## src/rtl/run_evt_pkg.sv

```systemverilog
// Shared types for the run event counter: FSM state encoding and event classes.
package run_evt_pkg;

    typedef enum logic {
        IDLE = 1'b0,
        RUN  = 1'b1
    } state_e;

    typedef logic [1:0] ev_t;

    localparam ev_t EV_NONE  = 2'd0;
    localparam ev_t EV_ONES  = 2'd1;
    localparam ev_t EV_ZEROS = 2'd2;

    // A detector pulse is a ones-run when the bit that completed it is 1.
    function automatic ev_t classify(input logic det, input logic bit_v);
        ev_t ev;
        ev = EV_NONE;
        if (det) begin
            ev = bit_v ? EV_ONES : EV_ZEROS;
        end
        return ev;
    endfunction

endpackage

```

## src/rtl/sat_counter.sv

```systemverilog
// Saturating up-counter. cnt_nxt is the value including this cycle's increment,
// so a window close can report it while the register itself is cleared.
module sat_counter #(
    parameter int W = 8
) (
    input  logic         clk,
    input  logic         rst,
    input  logic         inc,
    input  logic         clr,
    output logic [W-1:0] cnt_nxt
);

    localparam logic [W-1:0] CNT_MAX = '1;

    logic [W-1:0] cnt_q;
    logic [W-1:0] cnt_d;

    // Increment unless already at the ceiling; clear has priority for the stored value.
    always_comb begin
        cnt_nxt = cnt_q;
        if (inc && (cnt_q != CNT_MAX)) begin
            cnt_nxt = cnt_q + 1'b1;
        end
        cnt_d = clr ? '0 : cnt_nxt;
    end

    // Counter register.
    always_ff @(posedge clk or posedge rst) begin
        if (rst) begin
            cnt_q <= '0;
        end else begin
            cnt_q <= cnt_d;
        end
    end

endmodule

```

## src/rtl/run_event_counter.sv

```systemverilog
// Windowed 111/000 event accumulator with a single-entry valid/ready report
// register and a sticky loss flag.
//
// state | meaning
// IDLE  | no window open; waiting for the first bit cycle
// RUN   | window open, counting bit cycles and events
module run_event_counter
    import run_evt_pkg::*;
#(
    parameter int CW     = 8,
    parameter int WIN_W  = 9,
    parameter int WINDOW = 300
) (
    input  logic             clk,
    input  logic             rst,
    input  logic             en,
    input  logic             bit_in,
    input  logic             det_in,
    input  logic             flush,
    input  logic             rpt_ready,
    output logic             rpt_valid,
    output logic [CW-1:0]    ones_cnt,
    output logic [CW-1:0]    zeros_cnt,
    output logic [WIN_W-1:0] rpt_len,
    output logic             drop,
    output logic             busy
);

    localparam logic [WIN_W-1:0] WIN_LEN = WIN_W'(WINDOW);

    state_e            state_q, state_d;
    logic [WIN_W-1:0]  bit_cnt_q, bit_cnt_d, bits_now;
    ev_t               ev;
    logic              ones_inc, zeros_inc;
    logic              full_close, flush_close, close, load;
    logic [CW-1:0]     ones_nxt, zeros_nxt;

    logic              rpt_valid_q, rpt_valid_d;
    logic [CW-1:0]     ones_rpt_q, ones_rpt_d;
    logic [CW-1:0]     zeros_rpt_q, zeros_rpt_d;
    logic [WIN_W-1:0]  len_rpt_q, len_rpt_d;
    logic              drop_q, drop_d;

    // Classify this cycle's event and detect window closes. bits_now already
    // includes the current bit cycle, so it doubles as the reported length.
    always_comb begin
        ev          = en ? classify(det_in, bit_in) : EV_NONE;
        ones_inc    = (ev == EV_ONES);
        zeros_inc   = (ev == EV_ZEROS);
        bits_now    = bit_cnt_q + {{(WIN_W-1){1'b0}}, en};
        full_close  = en && (bits_now == WIN_LEN);
        flush_close = (state_q == RUN) && flush && (bits_now != '0);
        close       = full_close || flush_close;
        bit_cnt_d   = close ? '0 : bits_now;
    end

    sat_counter #(.W(CW)) u_ones_acc (
        .clk     (clk),
        .rst     (rst),
        .inc     (ones_inc),
        .clr     (close),
        .cnt_nxt (ones_nxt)
    );

    sat_counter #(.W(CW)) u_zeros_acc (
        .clk     (clk),
        .rst     (rst),
        .inc     (zeros_inc),
        .clr     (close),
        .cnt_nxt (zeros_nxt)
    );

    // FSM state register.
    always_ff @(posedge clk or posedge rst) begin
        if (rst) begin
            state_q <= IDLE;
        end else begin
            state_q <= state_d;
        end
    end

    // FSM next state: open on the first bit cycle, leave only on flush.
    always_comb begin
        state_d = state_q;
        case (state_q)
            IDLE:    if (en)    state_d = RUN;
            RUN:     if (flush) state_d = IDLE;
            default:            state_d = IDLE;
        endcase
    end

    // FSM output: busy comes straight from the state register.
    always_comb begin
        busy = (state_q == RUN);
    end

    // Report holding register: load on close when empty or draining this
    // cycle, otherwise a close is lost and flagged.
    always_comb begin
        load        = close && (!rpt_valid_q || rpt_ready);
        rpt_valid_d = rpt_valid_q;
        ones_rpt_d  = ones_rpt_q;
        zeros_rpt_d = zeros_rpt_q;
        len_rpt_d   = len_rpt_q;
        drop_d      = drop_q | (close && rpt_valid_q && !rpt_ready);
        if (load) begin
            rpt_valid_d = 1'b1;
            ones_rpt_d  = ones_nxt;
            zeros_rpt_d = zeros_nxt;
            len_rpt_d   = bits_now;
        end else if (rpt_ready) begin
            rpt_valid_d = 1'b0;
        end
    end

    // Window bit counter and report registers.
    always_ff @(posedge clk or posedge rst) begin
        if (rst) begin
            bit_cnt_q   <= '0;
            rpt_valid_q <= 1'b0;
            ones_rpt_q  <= '0;
            zeros_rpt_q <= '0;
            len_rpt_q   <= '0;
            drop_q      <= 1'b0;
        end else begin
            bit_cnt_q   <= bit_cnt_d;
            rpt_valid_q <= rpt_valid_d;
            ones_rpt_q  <= ones_rpt_d;
            zeros_rpt_q <= zeros_rpt_d;
            len_rpt_q   <= len_rpt_d;
            drop_q      <= drop_d;
        end
    end

    assign rpt_valid = rpt_valid_q;
    assign ones_cnt  = ones_rpt_q;
    assign zeros_cnt = zeros_rpt_q;
    assign rpt_len   = len_rpt_q;
    assign drop      = drop_q;

endmodule

```

## config.mk

```make
export PLATFORM = sky130hd
export DESIGN_NAME = run_event_counter
export DESIGN_NICKNAME = d
export VERILOG_FILES = /design/src/rtl/run_evt_pkg.sv /design/src/rtl/sat_counter.sv /design/src/rtl/run_event_counter.sv
export SDC_FILE = /design/constraint.sdc
export NUM_CORES = 1
export LEC_CHECK = 0
export CELL_PAD_IN_SITES_DETAIL_PLACEMENT = 0
export CELL_PAD_IN_SITES_GLOBAL_PLACEMENT = 2
export CORE_MARGIN = 3
export CORE_UTILIZATION = 39
export CTS_BUF_LIST = sky130_fd_sc_hd__clkbuf_8
export DETAILED_ROUTE_END_ITERATION = 6
export GPL_TIMING_DRIVEN = 0
export HOLD_SLACK_MARGIN = 0.02
export MAX_ROUTING_LAYER = met4
export PLACE_DENSITY = 0.89
export SLEW_MARGIN = 15
export SYNTH_ARGS = -nofsm -noshare
export SYNTH_HDL_FRONTEND = slang
export SYNTH_SLANG_ARGS = --single-unit
```

## constraint.sdc

```tcl
create_clock -name clk -period 4.8 [get_ports clk]
set_input_delay 0.96 -clock clk [delete_from_list [all_inputs] [get_ports clk]]
set_output_delay 0.96 -clock clk [all_outputs]
set_load 0.02 [all_outputs]
```

Word-level counts from Yosys, hierarchy flattened
Cells that the tools add are included.

cells by class
  add/subtract/negate cells = 3
  equality and inequality tests = 5
  muxes and demuxes = 13
  bitwise gates (word level) = 2
  reductions and logical operators = 14

operators with widths
  kind                 number
  $mux 8               4
  $add 8x1->8 const B  2
  $ne 8x8->1 const B   2
  $add 9x1->9          1
  $eq 9x9->1 const B   1
  $mux 9               1
  $reduce_bool 9->1    1
  $logic_and 1x1->1    8
  $mux 2               3
  $mux 1               4
  $eq 2x1->1 const B   1
  $eq 2x2->1 const B   1
  $logic_not 1->1      2
  $logic_or 1x1->1     2
  $pmux 1 s2           1
  $reduce_bool 2->1    1
  $not 1->1            1
  $or 1x1->1           1

storage, ports and cells
  flip-flop bits (word level) = 53
  input port bits = 7
  output and inout bits = 28
  logic and storage cells = 46

Longest topological paths before layout
Gate-level depths: netlist (run 1).

  depth in word-level cells = 7
  gate-level depth with buffers = 11
  depth with buffers taken out = 8

Modules after synthesis
From an unflattened synthesis (run 1), not the netlist that was laid out.

second synthesis, totals
  cells, all modules = 250
  area total of the unflattened synthesis = 2972.9 um^2

by module, submodules not included
  module             instances  cells an instance  area each (um^2)  sequential area each (um^2)
  run_event_counter  1          138                1746.7            925.9
  sat_counter        2          56                 613.1             200.2

Worst setup path before layout (run 1)
OpenSTA, ideal clock, no wires.

  path type = input-to-reg
  start point = in en
  end point = reg ones_rpt_q[1] (netlist: ones_cnt[1])
  library setup time = 125 ps
  arrival time = 3093 ps
  data required time = 4675 ps
  slack = 1582 ps
  cell stages on the path = 9
  path buffers = 2
  cells stage by stage = ha_1 -> ha_1 -> nor4_2 -> a31oi_1 -> o31a_1 -> or2_1 -> buf_2 -> buf_6 -> mux2_4

between the ends
  longest elaborated chain between the ends = 5
  elaborated cells between the ends (all ways) = 11
  classes of those cells = 1 x add/sub; 2 x eq/ne; 2 x mux; 6 x reduce/logical

ends and longest elaborated chain
  element                                                 RTL line                                          RTL
  from (decl)                                             run_event_counter.sv:16                           input logic en,
  $add 9x1->9 (*)                                         run_event_counter.sv:50                           bits_now = bit_cnt_q + {{(WIN_W-1){1'b0}}, en};
  named net bits_now[1]                                   run_event_counter.sv:32                           logic [WIN_W-1:0] bit_cnt_q, bit_cnt_d, bits_now;
  $eq 9x9->1 / $reduce_bool 9->1 (equally long branches)  run_event_counter.sv:51, run_event_counter.sv:52
  $logic_and 1x1->1, on equally long branches             run_event_counter.sv:51, run_event_counter.sv:52
  $logic_or 1x1->1 (*)                                    run_event_counter.sv:53                           close = full_close || flush_close;
  $logic_and 1x1->1 (*)                                   run_event_counter.sv:100                          load = close && (!rpt_valid_q || rpt_ready);
  to (signal assigned)                                    run_event_counter.sv:128                          ones_rpt_q <= ones_rpt_d;
  to (decl)                                               run_event_counter.sv:39                           logic [CW-1:0] ones_rpt_q, ones_rpt_d;

The timed path passes the listed nets; every way through them passes the cells marked *.
A chain may end at the register's enable or synchronous reset.

Final worst setup path (run 1)
  start point = in en
  end point = reg ones_rpt_q[2] (netlist: ones_cnt[2])

between the ends
  longest elaborated chain between the ends = 5
  elaborated cells between the ends (all ways) = 11
  classes of those cells = 1 x add/sub; 2 x eq/ne; 2 x mux; 6 x reduce/logical

ends and longest elaborated chain
  element                                                 RTL line
  $add 9x1->9                                             run_event_counter.sv:50
  $eq 9x9->1 / $reduce_bool 9->1 (equally long branches)  run_event_counter.sv:51, run_event_counter.sv:52
  $logic_and 1x1->1, on equally long branches             run_event_counter.sv:51, run_event_counter.sv:52
  $logic_or 1x1->1                                        run_event_counter.sv:53
  $logic_and 1x1->1                                       run_event_counter.sv:100

Several ways; a longest one is shown, not always the timed one.

==> reports/qor.csv, run 1 <==
stage,metric,value,unit
run_status,status,finished clean,
min_path,worstHoldPathType,register to register,
global_route,antenna_found_initial,0,
placement,dp_hpwl,3.66,mm
cts,insertion_delay,0.31,ns
cts,holdBufCountCts,0,
timing,max_freq,252,MHz
setup_path,worstPathBufferInverterCount,3,
synthesis,dominantRegCellSynth,dfrtp_1,
setup_path,worst_setup_path_start_kind,input port,
cells_and_area,layout-drive-gt1-share,14.9,%
cells_and_area,antenna_cells_inserted,0,
die,die_width,85.6,um
cells_and_area,layoutNonFillerInstCount,343,
cts,cts.repair.resized,0,
synthesis,async_reset_ff_share,100,%
synthesis,netlist-cell-type-count,44,
die,coreArea,6030,um2
timing,max-slew-margin-rel,63.1,%
cts,cts_num_sinks,53,
timing,finalSetupViolCount,0,
cells_and_area,area_growth_syn_to_layout,23.2,%
setup_path,crit_fanout,10,
synthesis,netlist_top_cells_count,"53 x dfrtp_1, 26 x nor2_1, 16 x nor3_1, 11 x nand2_1, 11 x xor2_1",
cts,post_cts.repair.setup_buffers,0,
global_route,grt_usage,15.3,%
detailed_routing,vias_per_cell,5.09,
synthesis,mappedNetlistNets,236,
setup_path,data_required_critical_path,5.00,ns
power,cellPowerDensity,559,nW/um2
detailed_routing,drt_drc_violations_left,0,
timing,grt_setup_unrepaired,false,
synthesis,synth_area,2470,um2
placement,postPlaceCellArea,2930,um2
synthesis,synth_top_area_cell,dfrtp_1,
setup_path,slowest_delay,0.66,ns
timing,setup_total_negative_slack,0,ns
detailed_routing,detail_route.wirelength,5.04,mm
setup_path,worstSetupEndpointType,register,
timing,final_min_period_over_clock_period,82.8,%
synthesis,synth-seq-area-share,53.6,%
power,design_power_total,0.00170,W
synthesis,number_of_synthesized_flops_with_an_enable_pin,0,
synthesis,postSynthCellCount,225,
timing,clock_skew,0.00755,ns
global_route,grt_pass1_vias,1779,
timing,pin_slew_with_the_least_headroom_to_its_limit,0.554,ns
synthesis,ys_seq_elements,53,
global_route,grt_first_pass_wirelength,8.51,mm
detailed_routing,ant_nets,0,
setup_path,cp_slowest_cell,clkdlybuf4s50_1,
detailed_routing,drt_first_pass_iters,4,
cells_and_area,postLayoutCoreUtil,50.6,%
cts,clk_transition_reported_paths,0.10,ns
cts,htree_levels,2,
detailed_routing,routedWlPerCell,14.7,um
setup_path,worst_ep_arrival_time,4.17,ns
die,fp-row-count,28,
timing,post-route-min-period,3.98,ns
die,floorplan.initialDensity,41.0,%
run,cap_viol_max_count,0,
cells_and_area,final_nets,278,
detailed_routing,initialDrtViolationCount,72,
die,die_h,85.6,um
cells_and_area,post-route-cell-area,3050,um2
setup_path,cpMostUsedCell,ha_1,
setup_path,cpLargestDelayFamily,buffers and inverters,
cts,cts_inserted_buffers,5,
setup_path,path_class,input port to register,
power,leakage_power,1.33,nW
global_route,global_route.overflow_total,0,
power,peak_supply_drop,0.260,mV
synthesis,post-synth-top-count-cell,dfrtp_1,
cts,cts_buffer_depth,2,
synthesis,ys.warnings.count,0,
cts,tritoncts,built,
detailed_routing,dr_total_vias,1746,
die,fp.dieArea,7330,um2
placement,dpl.cell_count,335,
synthesis,synth_largest_type_area_fraction,53.6,%
timing,report.final.slew_viol_count,0,
synthesis,mean_syn_cell_area,11.0,um2
placement,routabilityCongestion,0.796,
synthesis,synth.area.top_cells,"dfrtp_1 54%, nor2_1 3.9%, xor2_1 3.9%",
placement,port_buffers,34,
setup_path,crit_chain,clkdlybuf4s50_1 > ha_1 > ha_1 > nand3_2 > o2111a_1 > a31oi_1 > o31a_1 > or2_1 > buf_2 > buf_6 > mux2_4,
die,top_level_ports,35,
cts,cts_root_buf,clkbuf_8,
timing,finalHoldViolCount,0,
global_route,grt_max_degree,36,
## cell families (layout without fill, tap and decap cells)
logic type	Yosys count	count (layout)	share of synthesized area (%)
and+or+nand+nor	91	91	19.0
DFF	53	53	53.6
AOI/OAI and AO/OA	34	34	10.5
xor gates and xnor gates	20	20	7.09
buffers and inverters	13	56	2.83
muxes	10	10	4.91
adders and majority gates	4	4	2.02
## path summary, 6_finish.rpt
kind,start,to,slack (ns),cells past startpoint
hold / removal,drop,drop,0.47,1
setup / recovery,en,ones_cnt[2],0.82,11
max in group asynchronous,rst,ones_cnt[0],3.33,3
min in group asynchronous,rst,u_zeros_acc.cnt_q[5],0.95,2
hold reg to reg,drop,drop,0.47,1
setup reg to reg,bit_cnt_q[0],ones_cnt[2],1.87,10
## layout by cell type (no fill, tap or decap), drive strengths merged, types with 2 or more instances in the layout
| cell | count |
|---|---|
| and3 | 2 |
| nor2b | 8 |
| o21a | 2 |
| mux2 | 8 |
| clkdlybuf4s50 | 34 |
| buf | 6 |
| or3 | 2 |
| nand2 | 12 |
| nor2 | 26 |
| inv | 5 |
| a21oi | 12 |
| a2bb2oi | 3 |
| nand3 | 11 |
| clkbuf | 9 |
| nand2b | 2 |
| mux2i | 2 |
| a31oi | 3 |
| xor2 | 11 |
| nor3 | 17 |
| dfrtp | 53 |
| nor4 | 2 |
| ha | 4 |
| o21ai | 6 |
| xnor2 | 9 |
| nand4 | 3 |
| and2 | 2 |
## per-stage QoR
stage                     hold WS, ns  setup slack [ns]
after CTS                       0.479             0.813
after detailed placement        0.455             0.495
after floorplan                 0.531              1.58
after global routing            0.491             0.610
after global placement          0.446             0.451
final                           0.473             0.824
## layer usage
layer | up-vias | wire (um) | track usage (%)
met1 | 851 | 2530 | 20.4
li1 | 866 | - | -
met4 | 0 | 61 | 4.32
met5 | - | 0 | -
met2 | 22 | 2320 | 23.7
met3 | 7 | 140 | 3.46
## state kept, by name, indices dropped and copies added, names as in the netlist
signal and cells:
bit_cnt_q 9, busy 1, drop 1, ones_cnt 8
rpt_len 9, rpt_valid 1, u_ones_acc.cnt_q 8, u_zeros_acc.cnt_q 8
zeros_cnt 8
## power by group
part           internal (W)  total (W)  switching [W]
clock              0.000170   0.000321       0.000152
sequential         0.000586   0.000682      0.0000962
combinational      0.000338   0.000699       0.000361
## layout make-up
cell class / instances / area, um2
multi-input combinational: 159 / 1080
clock buffer: 6 / 82.6
tap: 75 / 93.8
inverter: 5 / 18.8
buffer: 8 / 51.3
sequential: 53 / 1330
clock inverter: 2 / 37.5
fill: 584 / 2980
timing repair buffer: 35 / 360
Note: power is estimated with default switching activity, not from simulation.
==> run 2, diff against run 1 <==
Settings changed: CORE_UTILIZATION 39 to 33, PLACE_DENSITY 0.89 to 0.8.
Clock period 4.8 ns to 3.5 ns, I/O delays scaled along.
==> run 2 against run 1 <==
Combinational power is 39% higher. Setup slack worse by 0.59 ns. Non-clock buffer count is 2 higher. Critical path depth stayed put. Clock-buffer cell count stayed put. Highest routed layer unchanged.
==> reports/qor.csv, run 2 (same netlist as run 1, synthesis figures left out) <==
stage,metric,value,unit
placement,pre_cts_ws,-0.608,ns
detailed_routing,dr_total_vias,1757,
die,die_width,92.6,um
timing,post-route-min-period,3.27,ns
global_route,grt_max_degree,36,
timing,final_min_period_over_clock_period,93.3,%
cts,cts_inserted_buffers,5,
timing,clock_skew,0.00616,ns
die,floorplan.initialDensity,35.2,%
die,fp.dieArea,8570,um2
timing,pin_slew_with_the_least_headroom_to_its_limit,0.504,ns
placement,port_buffers,34,
cts,cts_root_buf,clkbuf_8,
cells_and_area,layout-drive-gt1-share,15.6,%
cells_and_area,post-route-cell-area,3070,um2
cts,holdBufCountCts,0,
setup_path,slowest_delay,0.38,ns
setup_path,r2r.worst_path.cells,9,
timing,finalHoldViolCount,0,
detailed_routing,detail_route.wirelength,5.21,mm
die,die_h,92.6,um
timing,max-slew-margin-rel,66.2,%
min_path,hp-start,drop,
setup_path,critical_path.reg2reg.endpoint,ones_cnt[2],
setup_path,cpMostUsedCell,ha_1,
detailed_routing,drt_drc_violations_left,0,
timing,finalSetupViolCount,0,
cells_and_area,postLayoutCoreUtil,43.7,%
timing,grt_setup_unrepaired,false,
cells_and_area,area_growth_syn_to_layout,24.1,%
setup_path,reg2reg_setup_slack,0.72,ns
global_route,antenna_found_initial,0,
detailed_routing,drt_first_pass_iters,4,
die,top_level_ports,35,
setup_path,data_required_critical_path,3.69,ns
detailed_routing,ant_nets,0,
cells_and_area,final_nets,280,
placement,routabilityCongestion,0.773,
setup_path,path_class,input port to register,
cts,clk_transition_reported_paths,0.09,ns
cells_and_area,mostFrequentLayoutCells,"53 x dfrtp_1, 33 x clkdlybuf4s50_1, 26 x nor2_1",
power,peak_supply_drop,0.348,mV
setup_path,worst_r2r_startpoint,bit_cnt_q[0],
cells_and_area,final_common_cell,dfrtp_1,
timing,whs,0.462,ns
min_path,worstHoldPathType,register to register,
cells_and_area,seq_area,1330,um2
detailed_routing,vias_per_cell,4.81,
setup_path,crit_chain,dlygate4sd2_1 > ha_1 > ha_1 > nand3_2 > nor4_2 > a31oi_2 > o31a_1 > or2_1 > buf_2 > buf_6 > mux2_4,
cells_and_area,multi_input_area,1090,um2
cells_and_area,antenna_cells_inserted,0,
cts,cts_buffer_depth,2,
run,cap_viol_max_count,0,
setup_path,worst_setup_path_start_kind,input port,
setup_path,worstSetupEndpointType,register,
global_route,grt_first_pass_wirelength,8.88,mm
global_route,global_route.overflow_total,0,
power,cellPowerDensity,735,nW/um2
detailed_routing,initialDrtViolationCount,61,
cts,insertion_delay,0.30,ns
cts,htree_levels,2,
setup_path,crit_fanout,10,
setup_path,worst_ep_arrival_time,3.46,ns
die,fp-row-count,30,
cts,cts_num_sinks,53,
power,leakage_power,1.34,nW
global_route,grt_pass1_vias,1808,
min_path,hold_path_depth,1,
timing,worst_slack,0.233,ns
die,coreArea,7020,um2
placement,postPlaceCellArea,2950,um2
setup_path,cp_slowest_cell,dlygate4sd2_1,
run_status,status,finished clean,
timing,report.final.slew_viol_count,0,
cells_and_area,number_of_fill_cells,692,
detailed_routing,routedWlPerCell,14.3,um
power,design_power_total,0.00225,W
cts,tritoncts,built,
min_path,worst_hold_path.endpoint,drop,
global_route,grt_usage,13.5,%
placement,dp_hpwl,3.78,mm
timing,max_freq,306,MHz
==> run 2: how the worst max path moves through the flow <==
stage	startpoint	to	slack (ns)	cells after the start
after floorplan	en	ones_cnt[1]	0.54	9
after global placement	en	ones_cnt[2]	-0.61	11
after detailed placement	en	ones_cnt[2]	-0.61	11
after CTS	en	ones_cnt[3]	0.25	11
after global routing	en	u_zeros_acc.cnt_q[4]	0.12	10
final	en	ones_cnt[2]	0.23	11
==> run 2: what timing repair did <==
action | CTS | global route
setup buffers | 2 | 0
setup endpoints to repair | 34 | 0
gates resized for setup | 4 | 0
==> run 2: critical path: cells and delay by family <==
family	cells	cell delay, ns
adder cells (fa/ha/maj)	2	0.54
multiplexers	1	0.30
AO/OA/AOI/OAI	2	0.53
AND/OR/NAND/NOR	3	0.64
buffers and inverters	3	0.74
==> run 2: cell type report <==
type                            instances  share of cell area [%]
Sequential cell                        53                    43.2
Timing Repair Buffer                   37                    12.2
Multi-Input combinational cell        159                    35.5
Clock buffer                            6                    2.69
Inverter                                5                   0.611
Buffer                                  8                    1.71
Clock inverter                          1                   0.122
Tap cell                               96                    3.91
==> run 2: metal layers <==
metal / vias to the layer above / global-route usage (%) / wire length, um
met1: 851 / 18.1 / 2540
li1: 870 / - / -
met3: 6 / 2.27 / 156
met5: - / - / 0
met2: 30 / 20.7 / 2450
met4: 0 / 4.58 / 61
==> run 2: power by group <==
part           leakage, nW  switching [W]  internal [W]
registers            0.683       0.000130      0.000804
logic                0.607       0.000504      0.000470
clock network       0.0485       0.000192      0.000155
==> run 2: through the flow <==
stage          setup TNS (ns)  std cells
6_report                    0        365
3_5_place_dp           -19.09        356
3_3_place_gp           -19.41        355
4_1_cts                     0        365
2_1_floorplan               0        225
5_1_grt                     0        365
==> run 3, diff against run 2 <==
Settings changed: CELL_PAD_IN_SITES_DETAIL_PLACEMENT 0 to 1, CORE_MARGIN 3 to 4.
==> run 3 against run 2 <==
Maximum frequency is 1.8% lower. Sequential cell count stayed put. Register-to-register slack lost 0.08 ns. Final area is 0.16% higher. Cell count up 1.1%. Sequential power is 1% higher. Sequential share of layout area down 0.070 points. Critical endpoint unchanged. Largest power group unchanged.
==> reports/qor.csv, run 3 (same netlist as run 1, synthesis figures left out) <==
stage,metric,value,unit
cells_and_area,final_common_cell,dfrtp_1,
timing,finalHoldViolCount,0,
run_status,status,finished clean,
cells_and_area,antenna_cells_inserted,0,
die,fp.dieArea,8940,um2
placement,dpl.cell_count,359,
timing,post-route-min-period,3.33,ns
cells_and_area,mostFrequentLayoutCells,"53 x dfrtp_1, 33 x clkdlybuf4s50_1, 26 x nor2_1",
timing,max_freq,300,MHz
global_route,grt_pass1_vias,1979,
placement,port_buffers,34,
timing,finalSetupViolCount,0,
setup_path,worst_r2r_startpoint,bit_cnt_q[0],
power,peak_supply_drop,0.219,mV
setup_path,data_required_critical_path,3.69,ns
die,coreArea,7250,um2
cells_and_area,final_nets,280,
cells_and_area,postLayoutCoreUtil,42.4,%
setup_path,cpLargestDelayFamily,simple AND/OR/NAND/NOR gates,
global_route,global_route.overflow_total,0,
run,cap_viol_max_count,0,
setup_path,cpMostUsedCell,ha_1,
placement,routabilityCongestion,0.788,
setup_path,path_class,input port to register,
cts,clk_transition_reported_paths,0.10,ns
global_route,antenna_found_initial,0,
detailed_routing,ant_nets,0,
timing,clock_skew,0.0124,ns
power,switching_share,37.7,%
die,die_h,94.6,um
power,net-switching-power,0.000856,W
setup_path,critical_path_destination,ones_cnt[2],
global_route,grt_max_degree,34,
placement,dp_hpwl,4.34,mm
cts,cts_buffer_depth,2,
cts,tritoncts,built,
setup_path,r2r.worst_path.cells,9,
cts,holdBufCountCts,0,
setup_path,reg2reg_setup_slack,0.64,ns
setup_path,critical_path.reg2reg.endpoint,ones_cnt[2],
setup_path,worstSetupEndpointType,register,
detailed_routing,drt_first_pass_iters,4,
setup_path,cp.depth,11,
detailed_routing,detail_route.wirelength,5.81,mm
timing,grt_setup_unrepaired,false,
setup_path,worst_setup_path_start_kind,input port,
cells_and_area,area_growth_syn_to_layout,24.3,%
setup_path,crit_path_start,en,
setup_path,worst_ep_arrival_time,3.52,ns
timing,pin_slew_with_the_least_headroom_to_its_limit,0.744,ns
die,fp-row-count,31,
detailed_routing,dr_total_vias,1811,
detailed_routing,drt_drc_violations_left,0,
detailed_routing,initialDrtViolationCount,43,
cts,cts_inserted_buffers,5,
setup_path,worstPathBufferInverterCount,3,
cells_and_area,layout-drive-gt1-share,15.2,%
setup_path,crit_fanout,10,
cts,cts_root_buf,clkbuf_8,
cts,cts_num_sinks,53,
power,p_clk_share,14.4,%
die,die_width,94.6,um
die,floorplan.initialDensity,34.1,%
cts,htree_levels,2,
die,top_level_ports,35,
power,cellPowerDensity,739,nW/um2
cts,insertion_delay,0.31,ns
setup_path,slowest_delay,0.43,ns
setup_path,cp_slowest_cell,nor4_4,
power,power.sequential.fraction,41.6,%
power,intPower,0.00141,W
timing,report.final.slew_viol_count,0,
power,leakage_power,1.35,nW
min_path,worstHoldPathType,register to register,
setup_path,crit_chain,dlygate4sd2_1 > ha_1 > ha_1 > nand3_2 > nor4_2 > a31oi_2 > nor4_4 > or2_1 > buf_2 > buf_6 > mux2_4,
timing,final_min_period_over_clock_period,95.1,%
cells_and_area,layoutNonFillerInstCount,369,
detailed_routing,routedWlPerCell,15.7,um
global_route,grt_usage,14.9,%
timing,max-slew-margin-rel,50.3,%
detailed_routing,vias_per_cell,4.91,
power,combPwrFrac,44.0,%
min_path,hp-start,drop,
global_route,grt_first_pass_wirelength,10.1,mm
[run 3: changes by cell type in the layout (fill, tap and decap cells not counted), sizes merged]
cell | previous run | this run
inv | 6 | 8
clkbuf | 9 | 8
[run 3: worst min-delay path by stage]
stage               slack, ns              endpoint  cells past startpoint
CTS                      0.47                  drop                      1
finish                   0.47                  drop                      1
global placement         0.45                  drop                      1
global route             0.50                  drop                      1
detailed placement       0.45                  drop                      1
floorplan                0.53  u_zeros_acc.cnt_q[1]                      2
[run 3: area by class of cell]
cell class / count / area (um2)
Sequential cell: 53 / 1330
Multi-Input combinational cell: 159 / 1090
Tap cell: 99 / 124
Clock inverter: 3 / 11.3
Timing Repair Buffer: 37 / 382
Fill cell: 827 / 4180
Inverter: 5 / 18.8
Buffer: 8 / 52.6
Clock buffer: 5 / 68.8
[run 3: power groups by stage]
stage / registers [W] / logic (W) / clock network, W
after CTS: 0.000946 / 0.00101 / 0.000342
after detailed placement: 0.000956 / 0.000991 / 0
after floorplan: 0.00108 / 0.000450 / 0
after global routing: 0.000973 / 0.00110 / 0.000368
final: 0.000944 / 0.000999 / 0.000328
after global placement: 0.000949 / 0.000964 / 0
[run 3: metrics by stage]
| step | cell area (um2) | hold slack [ns] | setup WS, ns | power, W | TNS, ns |
|---|---|---|---|---|---|
| finish | 3070 | 0.473 | 0.172 | 0.00227 | 0 |
| global route | 3070 | 0.500 | 0.00316 | 0.00244 | 0 |
| CTS | 3070 | 0.475 | 0.179 | 0.00230 | 0 |
| detailed placement | 2960 | 0.453 | -0.616 | 0.00195 | -21.27 |
| global placement | 2940 | 0.447 | -0.606 | 0.00191 | -19.84 |
| floorplan | 2470 | 0.531 | 0.542 | 0.00153 | 0 |
[run 3: layer usage]
| metal | wire length [um] | part of all wire, % | track usage (%) | up-vias |
|---|---|---|---|---|
| met3 | 157 | 2.7 | 2.39 | 5 |
| li1 | - | - | - | 865 |
| met2 | 2990 | 51 | 25.2 | 29 |
| met1 | 2580 | 44 | 18.1 | 912 |
| met5 | 0 | 0 | - | - |
| met4 | 89 | 1.5 | 5.41 | 0 |
[run 3: worst register-to-register path, stage by stage, from the launching register on]
cell and delay [ns]:
dfrtp_1 0.38, ha_1 0.23, ha_1 0.26, xnor2_1 0.19, or3_1 0.44, nor4_4 0.38, or2_1 0.15, buf_2 0.19
buf_6 0.20, mux2_4 0.31
[run 3: repair_timing]
| action | CTS | global route |
|---|---|---|
| pin swaps | 1 | 1 |
| setup buffers | 2 | 0 |
| setup endpoints to repair | 36 | 13 |
| resized for setup | 4 | 0 |
